File: config.mk
export PLATFORM = sky130hd
export DESIGN_NAME = alu_uart_host
export DESIGN_NICKNAME = d
export VERILOG_FILES = /design/src/rtl/alu_uart_host.sv
export SDC_FILE = /design/constraint.sdc
export NUM_CORES = 1
export LEC_CHECK = 0
export BUFFER_PORTS_ARGS = -buffer_cell sky130_fd_sc_hd__buf_2
export CAP_MARGIN = 30
export CORE_MARGIN = 2
export CORE_UTILIZATION = 40
export DETAILED_ROUTE_END_ITERATION = 7
export PLACE_DENSITY = 0.65
export SLEW_MARGIN = 30
export SYNTH_ARGS = -nofsm -noshare
export SYNTH_HDL_FRONTEND = slang
export SYNTH_SLANG_ARGS = --single-unit
File: constraint.sdc
create_clock -name clk -period 5.1 [get_ports clk]
set_input_delay 0.255 -clock clk [delete_from_list [all_inputs] [get_ports clk]]
set_output_delay 0.255 -clock clk [all_outputs]
set_load 0.05 [all_outputs]
File: src/rtl/alu_uart_host.sv
// -----------------------------------------------------------------------------
// alu_uart_host
//
// Host-side initiator for the UART-attached ALU command protocol. A command
// (a, b, op) taken on start is pushed into the UART TX FIFO as three bytes in
// the order A, B, OP. The block then waits, bounded by an optional timeout,
// for the single result byte in the UART RX FIFO and reports it with a
// one-cycle done pulse.
//
// Ports
//   clk       system clock, all logic on the rising edge
//   reset     synchronous, active-high reset
//   start     command request, sampled only while idle
//   a_in      operand A (signed)
//   b_in      operand B (signed)
//   op_in     opcode
//   busy      high whenever a transaction is in progress (not idle)
//   done      one-cycle pulse when a transaction ends
//   timeout   qualifies done: 1 = no reply arrived; holds until next start
//   result    reply byte (signed), 0 on timeout; holds until next done
//   wr_uart   TX FIFO push strobe
//   w_data    TX FIFO write data, 0 whenever wr_uart is low
//   tx_full   TX FIFO full
//   rd_uart   RX FIFO pop strobe
//   r_data    RX FIFO head data, valid while rx_empty is low
//   rx_empty  RX FIFO empty
// -----------------------------------------------------------------------------
module alu_uart_host #(
  parameter int REG_SIZE       = 8,       // operand/opcode/result width; must be 8
  parameter int TIMEOUT_CYCLES = 100000,  // reply wait budget in cycles, 0 = wait forever
  parameter int TO_W           = 24       // timeout counter width, 2**TO_W > TIMEOUT_CYCLES
) (
  input  logic                       clk,
  input  logic                       reset,
  input  logic                       start,
  input  logic signed [REG_SIZE-1:0] a_in,
  input  logic signed [REG_SIZE-1:0] b_in,
  input  logic        [REG_SIZE-1:0] op_in,
  output logic                       busy,
  output logic                       done,
  output logic                       timeout,
  output logic signed [REG_SIZE-1:0] result,
  output logic                       wr_uart,
  output logic        [7:0]          w_data,
  input  logic                       tx_full,
  output logic                       rd_uart,
  input  logic        [7:0]          r_data,
  input  logic                       rx_empty
);

  typedef enum logic [2:0] {
    S_IDLE,
    S_SEND_A,
    S_SEND_B,
    S_SEND_OP,
    S_WAIT_RES,
    S_DONE
  } state_t;

  // Last counter value before the reply wait expires. With the timeout
  // disabled the comparison is never enabled and the counter simply wraps.
  localparam bit            LP_TO_EN = (TIMEOUT_CYCLES != 0);
  localparam logic [TO_W-1:0] LP_LAST =
    TO_W'((TIMEOUT_CYCLES == 0) ? 0 : TIMEOUT_CYCLES - 1);

  state_t                     r_state;
  state_t                     w_next;
  logic signed [REG_SIZE-1:0] r_a;
  logic signed [REG_SIZE-1:0] r_b;
  logic        [REG_SIZE-1:0] r_op;
  logic signed [REG_SIZE-1:0] r_result;
  logic                       r_timeout;
  logic        [TO_W-1:0]     r_cnt;
  logic                       w_expire;

  assign w_expire = LP_TO_EN && (r_cnt == LP_LAST) && rx_empty;

  // Status decoded from the registered state only, so it is glitch-free.
  assign busy    = (r_state != S_IDLE);
  assign done    = (r_state == S_DONE);
  assign timeout = r_timeout;
  assign result  = r_result;

  // NOTE: every output of this block gets a default before the case so that
  // no path leaves a signal unassigned; otherwise synthesis infers latches.
  always_comb begin
    w_next  = r_state;
    wr_uart = 1'b0;
    rd_uart = 1'b0;
    w_data  = 8'h00;
    case (r_state)
      S_IDLE: begin
        // Any byte seen while idle is stale (e.g. a late reply); drop it.
        rd_uart = ~rx_empty;
        if (start) w_next = S_SEND_A;
      end
      S_SEND_A: begin
        wr_uart = ~tx_full;
        if (!tx_full) begin
          w_data = 8'(r_a);
          w_next = S_SEND_B;
        end
      end
      S_SEND_B: begin
        wr_uart = ~tx_full;
        if (!tx_full) begin
          w_data = 8'(r_b);
          w_next = S_SEND_OP;
        end
      end
      S_SEND_OP: begin
        wr_uart = ~tx_full;
        if (!tx_full) begin
          w_data = 8'(r_op);
          w_next = S_WAIT_RES;
        end
      end
      S_WAIT_RES: begin
        rd_uart = ~rx_empty;
        // A byte present on the expiry cycle is taken, not the timeout.
        if (!rx_empty || w_expire) w_next = S_DONE;
      end
      S_DONE: begin
        w_next = S_IDLE;
      end
      default: begin
        w_next = S_IDLE;
      end
    endcase
    // FIFO strobes must stay quiet while reset is held, whatever the state.
    if (reset) begin
      wr_uart = 1'b0;
      rd_uart = 1'b0;
      w_data  = 8'h00;
    end
  end

  // NOTE: state is updated with non-blocking assignments so every register
  // samples the pre-edge values, independent of statement order.
  always_ff @(posedge clk) begin
    if (reset) begin
      r_state   <= S_IDLE;
      r_a       <= '0;
      r_b       <= '0;
      r_op      <= '0;
      r_result  <= '0;
      r_timeout <= 1'b0;
      r_cnt     <= '0;
    end else begin
      r_state <= w_next;
      case (r_state)
        S_IDLE: begin
          if (start) begin
            r_a       <= a_in;
            r_b       <= b_in;
            r_op      <= op_in;
            r_timeout <= 1'b0;
          end
        end
        S_SEND_OP: begin
          if (!tx_full) r_cnt <= '0;
        end
        S_WAIT_RES: begin
          if (!rx_empty) begin
            r_result  <= REG_SIZE'(r_data);
            r_timeout <= 1'b0;
          end else if (w_expire) begin
            r_result  <= '0;
            r_timeout <= 1'b1;
          end else begin
            r_cnt <= r_cnt + 1'b1;
          end
        end
        default: begin
        end
      endcase
    end
  end

endmodule

* Word-level counts from Yosys, hierarchy flattened
Index checks and enable logic that the tools add are counted.
Cells by class: equal/unequal tests 15, $add $sub $neg 1, bitwise gates (word level) 2, reductions and logical operators 14, multiplexer cells 25
Operator list (number):
- two-way mux 24 bit | 3
- two-way mux 8 bit | 6
- case mux 24 bit (2 select lines) | 1
- adder 24 x 1 -> 24 bit (second input constant) | 1
- equality test 24 x 17 -> 1 bit (second input constant) | 1
- case mux 8 bit (3 select lines) | 1
- two-way mux 3 bit | 5
- case mux 3 bit (5 select lines) | 1
- inequality test 2 bit (second input constant) | 7
- two-way mux 1 bit | 7
- equality test 3 x 2 -> 1 bit (second input constant) | 2
- equality test 3 bit (second input constant) | 2
- AND reduction 5 bit | 1
- AND reduction 2 bit | 2
- AND reduction 4 bit | 1
- nonzero test 2 bit | 2
- equality test 3 x 1 -> 1 bit (second input constant) | 1
- zero test 3 bit | 1
- inequality test 3 bit (second input constant) | 1
- AND reduction 3 bit | 1
- nonzero test 3 bit | 1
- OR reduction 3 bit | 1
- inequality test 2 x 1 -> 1 bit (second input constant) | 1
- inverter 1 bit | 2
- 5 further kinds | 5
Word-level totals: logic and storage cells 64, output and inout port bits 21, bits of input ports 37, register bits after elaboration 60

* Depth between registers and ports, before layout
word-level depth 5, depth in mapped cells 7, gate-level depth less buffers 6

* Worst setup path after synthesis
OpenSTA, ideal clock, no wires.
kind flip-flop to output port, start point register r_state[0], end point output rd_uart, path slack 2.663 ns, path buffers 2, cell stages (with the launch flop) 4, arrival time 2.182 ns, data required time 4.845 ns, cell sequence dfxtp_1 buf_6 clkbuf_1 nor4_1
Between the ends: word-level cells in the longest chain between the ends 4, elaborated cells between the ends (all ways) 5, those cells by class eq/ne (1); mux (2); reduce/logical (2)
Ends and longest elaborated chain:
- start: declaration | line 66 | state_t r_state;
- start signal: assignment | line 150 | r_state <= w_next;
- equality test 3 bit or zero test 3 bit (tied branches) | line 91 | case (r_state)
- OR reduction 2 bit (no source line) *
- two-way mux 1 bit *
- two-way mux 1 bit * | line 131 | if (reset) begin
- end: declaration | line 46 | output logic rd_uart,
Every way passes the cells marked *; elsewhere a longest branch is shown, timed or not.

* Final worst setup path
start point register r_state[0], end point output w_data[0]
Between the ends: word-level cells in the longest chain between the ends 3, elaborated cells between the ends (all ways) 5, those cells by class eq/ne (3); mux (2)
Ends and longest elaborated chain:
- equality test 3 x 2 -> 1 bit or equality test 3 x 1 -> 1 bit (tied branches) | line 91
- case mux 8 bit (3 select lines) * | line 91
- two-way mux 8 bit * | line 131
- end: declaration | line 44 | output logic [7:0] w_data,
Marks and branches as above.

==> results_dict.tcl <==
set metrics [dict create \
    grt-ovfl-total 0 \
    outcome "finished, final reports clean" \
    postRouteAntennaNets 0 \
    grt_use_total_pct 18.3 \
    p_leak_nw 1.33 \
    fin_crit_ns 2.62 \
    slowest_stage "dfxtp_1" \
    antenna_found_initial 0 \
    dp_cells 494 \
    crit_path_cell_trace "nor2_1, or4_1, nor2_1, buf_2" \
    hold_path.class "in -> reg" \
    peakVddDrop_uv 175 \
    ys_seq_area_share_pct 40.9 \
    num_antenna_cells 0 \
    slew_viol_final 0 \
    postSynthCellCount 359 \
    rsz0062_at_grt "false" \
    final_cells 510 \
    io_buffers 57 \
    cts_buffer_depth 2 \
    crit_top_cell "nor2_1" \
    ys_types 52 \
    h-tree-depth 3 \
    endpoint_kind "primary output" \
    synth.most_common_cell "nand2_1" \
    worst_pin_slew_ns 0.831 \
    r2r_start "r_state[0]$_SDFFE_PP0P_" \
    area_growth_pct 17.7 \
    critical_path.max_fanout 19 \
    path_class "reg -> out" \
    utilization_pct 48.2 \
    synth_area_leaders "dfxtp_1 (41%), nand2_1 (8.9%), a21oi_1 (7.3%)" \
    grt_pass1_wl_mm 12.1 \
    clkLatencyLatePin_ns 0.35 \
    detail_route.drc_violations 0 \
    cts_made_buffers 9 \
    root_buffer "clkbuf_8" \
    grt_max_degree 44 \
    clk_pin_slew_ns 0.09 \
    cts_tree "yes" \
    holdCritStartpoint "b_in[0]" \
    synth_nets 397 \
    synth-edff-count 0 \
    routed_via_density 5.36 \
    first_pass_iters 4 \
    yosysTopAreaCellShare_pct 40.9 \
    worstReg2RegEnd "r_cnt[23]$_SDFFE_PP0P_" \
    finalSetupTns_ns 0 \
    r2r_slack_ns 2.85 \
    worstHoldEndpoint "r_b[0]$_SDFFE_PP0P_" \
    finalHoldViolations 0 \
    setup_viol 0 \
    ys_warn_count 0 \
    cts_resized 0 \
    relSlewSlack_pct 44.6 \
    yosysTopAreaCell "dfxtp_1" \
    fill_cells 721 \
    drt_iter0_markers 221 \
    synth_common_cells "nand2_1 (70), dfxtp_1 (60), a21oi_1 (43)" \
    min_path_cells 3 \
    die_w_um 89.7 \
    cpPeakStageDelay_ns 0.75 \
    die_h_um 89.7 \
    clock-sinks 60 \
    min_period_over_period_pct 51.4 \
    synthArstFlopShare_pct 0 \
    num_rows 31 \
    ys.flop_type "dfxtp_1" \
    gp_congestion 0.898 \
    num-nets-final 444 \
    cts_setup_buffers 0 \
    avgSynthCellArea_sq_um 8.19 \
    arrival_ns 2.36 \
    synth_seq_cells 60 \
    vias 2732 \
    drive_above_1_share_pct 22.6 \
    detail_route.wl_per_cell_um 14.0 \
    fin_hold_ws_ns 0.128 \
    max_freq_mhz 382 \
    ctsHoldBuffers 0 \
    syn_area_sq_mm 0.00294 \
    reg2reg_depth 5 \
    die_area_sq_mm 0.00805 \
    power_density_mw_per_mm2 369 \
    hpwl_mm 4.94 \
    ios 58 \
    drt-total-wl_mm 7.14 \
    drv_cap 0 \
    start_util_pct 41.0 \
    core_area_sq_mm 0.00718 \
    skew_ns 0.00911 \
    start_kind "register" \
    worstPathRequired_ns 4.85 \
    grt_pass1_vias 2526 \
]
cell type report:
cell class | instances | area (sq um) | area share (%)
Multi-Input combinational cell | 273 | 1620 | 46.9
Inverter | 4 | 15.0 | 0.434
Tap cell | 99 | 124 | 3.58
Sequential cell | 60 | 1200 | 34.7
Timing Repair Buffer | 58 | 293 | 8.46
Clock inverter | 7 | 81.3 | 2.35
Clock buffer | 9 | 124 | 3.58
routing by layer:
layer | share of wire (%) | global-route usage, % | up-vias
met1 | 49 | 26.0 | 1264
met3 | 4.7 | 3.94 | 9
met4 | 2.0 | 7.69 | 0
li1 | - | - | 1391
met5 | 0 | 0 | -
met2 | 45 | 26.8 | 68
cell usage in the layout (no fill, tap or decap), types with 2 or more instances in the layout:
master / n
and3b_1: 2
buf_2: 57
and4_4: 2
a22oi_1: 8
o31ai_1: 6
xor2_1: 5
a21oi_1: 43
or4_1: 9
nand3_1: 9
or3_1: 2
nor2b_1: 3
inv_1: 4
inv_6: 4
nand3b_1: 4
mux2_2: 8
dfxtp_1: 60
o21ai_0: 11
nor4_1: 7
and4_1: 2
xnor2_1: 7
or4b_1: 2
nand4_1: 12
clkbuf_8: 9
nor4b_1: 2
nor2_1: 29
and4bb_4: 2
nand2_1: 70
nor3_1: 6
critical path, delay by kind of cell, from the launching register on:
kind	cells	cell delay [ns]
buffers and inverters	1	0.28
and+or+nand+nor	3	0.99
DFF	1	0.75
cells by family (layout without fill, tap and decap cells):
logic type / Yosys count / after routing / synth area share (%)
AND/OR/NAND/NOR: 173 / 173 / 31.2
AO/OA/AOI/OAI: 78 / 78 / 16.6
flip-flops: 60 / 60 / 40.9
buffers and inverters: 26 / 78 / 3.91
XOR/XNOR: 12 / 12 / 3.57
multiplexers: 9 / 9 / 3.40
adder cells (fa/ha/maj): 1 / 1 / 0.425
per-stage QoR:
step	power, W	setup WS [ns]	area, sq um
after floorplan	0.000780	2.66	2940
after global placement	0.000833	2.90	3260
after detailed placement	0.000835	2.87	3260
after CTS	0.00129	2.48	3460
after global routing	0.00134	2.33	3460
final	0.00128	2.48	3460
power by group:
part	switching, W	internal (W)
Clock	0.000217	0.000233
Combinational	0.000168	0.0000975
Sequential	0.0000512	0.000509
Total	0.000437	0.000840
registers in the layout (all words and copies together) (netlist names):
name,count
timeout,1
r_b,8
result,8
r_cnt,24
r_state,3
r_a,8
r_op,8
worst max-delay path by stage:
stage / start / endpoint / slack, ns
3_3_place_gp: r_state[0]$_SDFFE_PP0P_ / r_cnt[23]$_SDFFE_PP0P_ / 2.90
2_1_floorplan: r_state[0]$_SDFFE_PP0P_ / rd_uart / 2.66
6_report: r_state[0]$_SDFFE_PP0P_ / w_data[0] / 2.48
4_1_cts: r_state[0]$_SDFFE_PP0P_ / w_data[0] / 2.48
5_1_grt: r_state[0]$_SDFFE_PP0P_ / w_data[0] / 2.33
3_5_place_dp: r_state[0]$_SDFFE_PP0P_ / w_data[0] / 2.87
No activity file was read; power rests on OpenSTA's default activity.
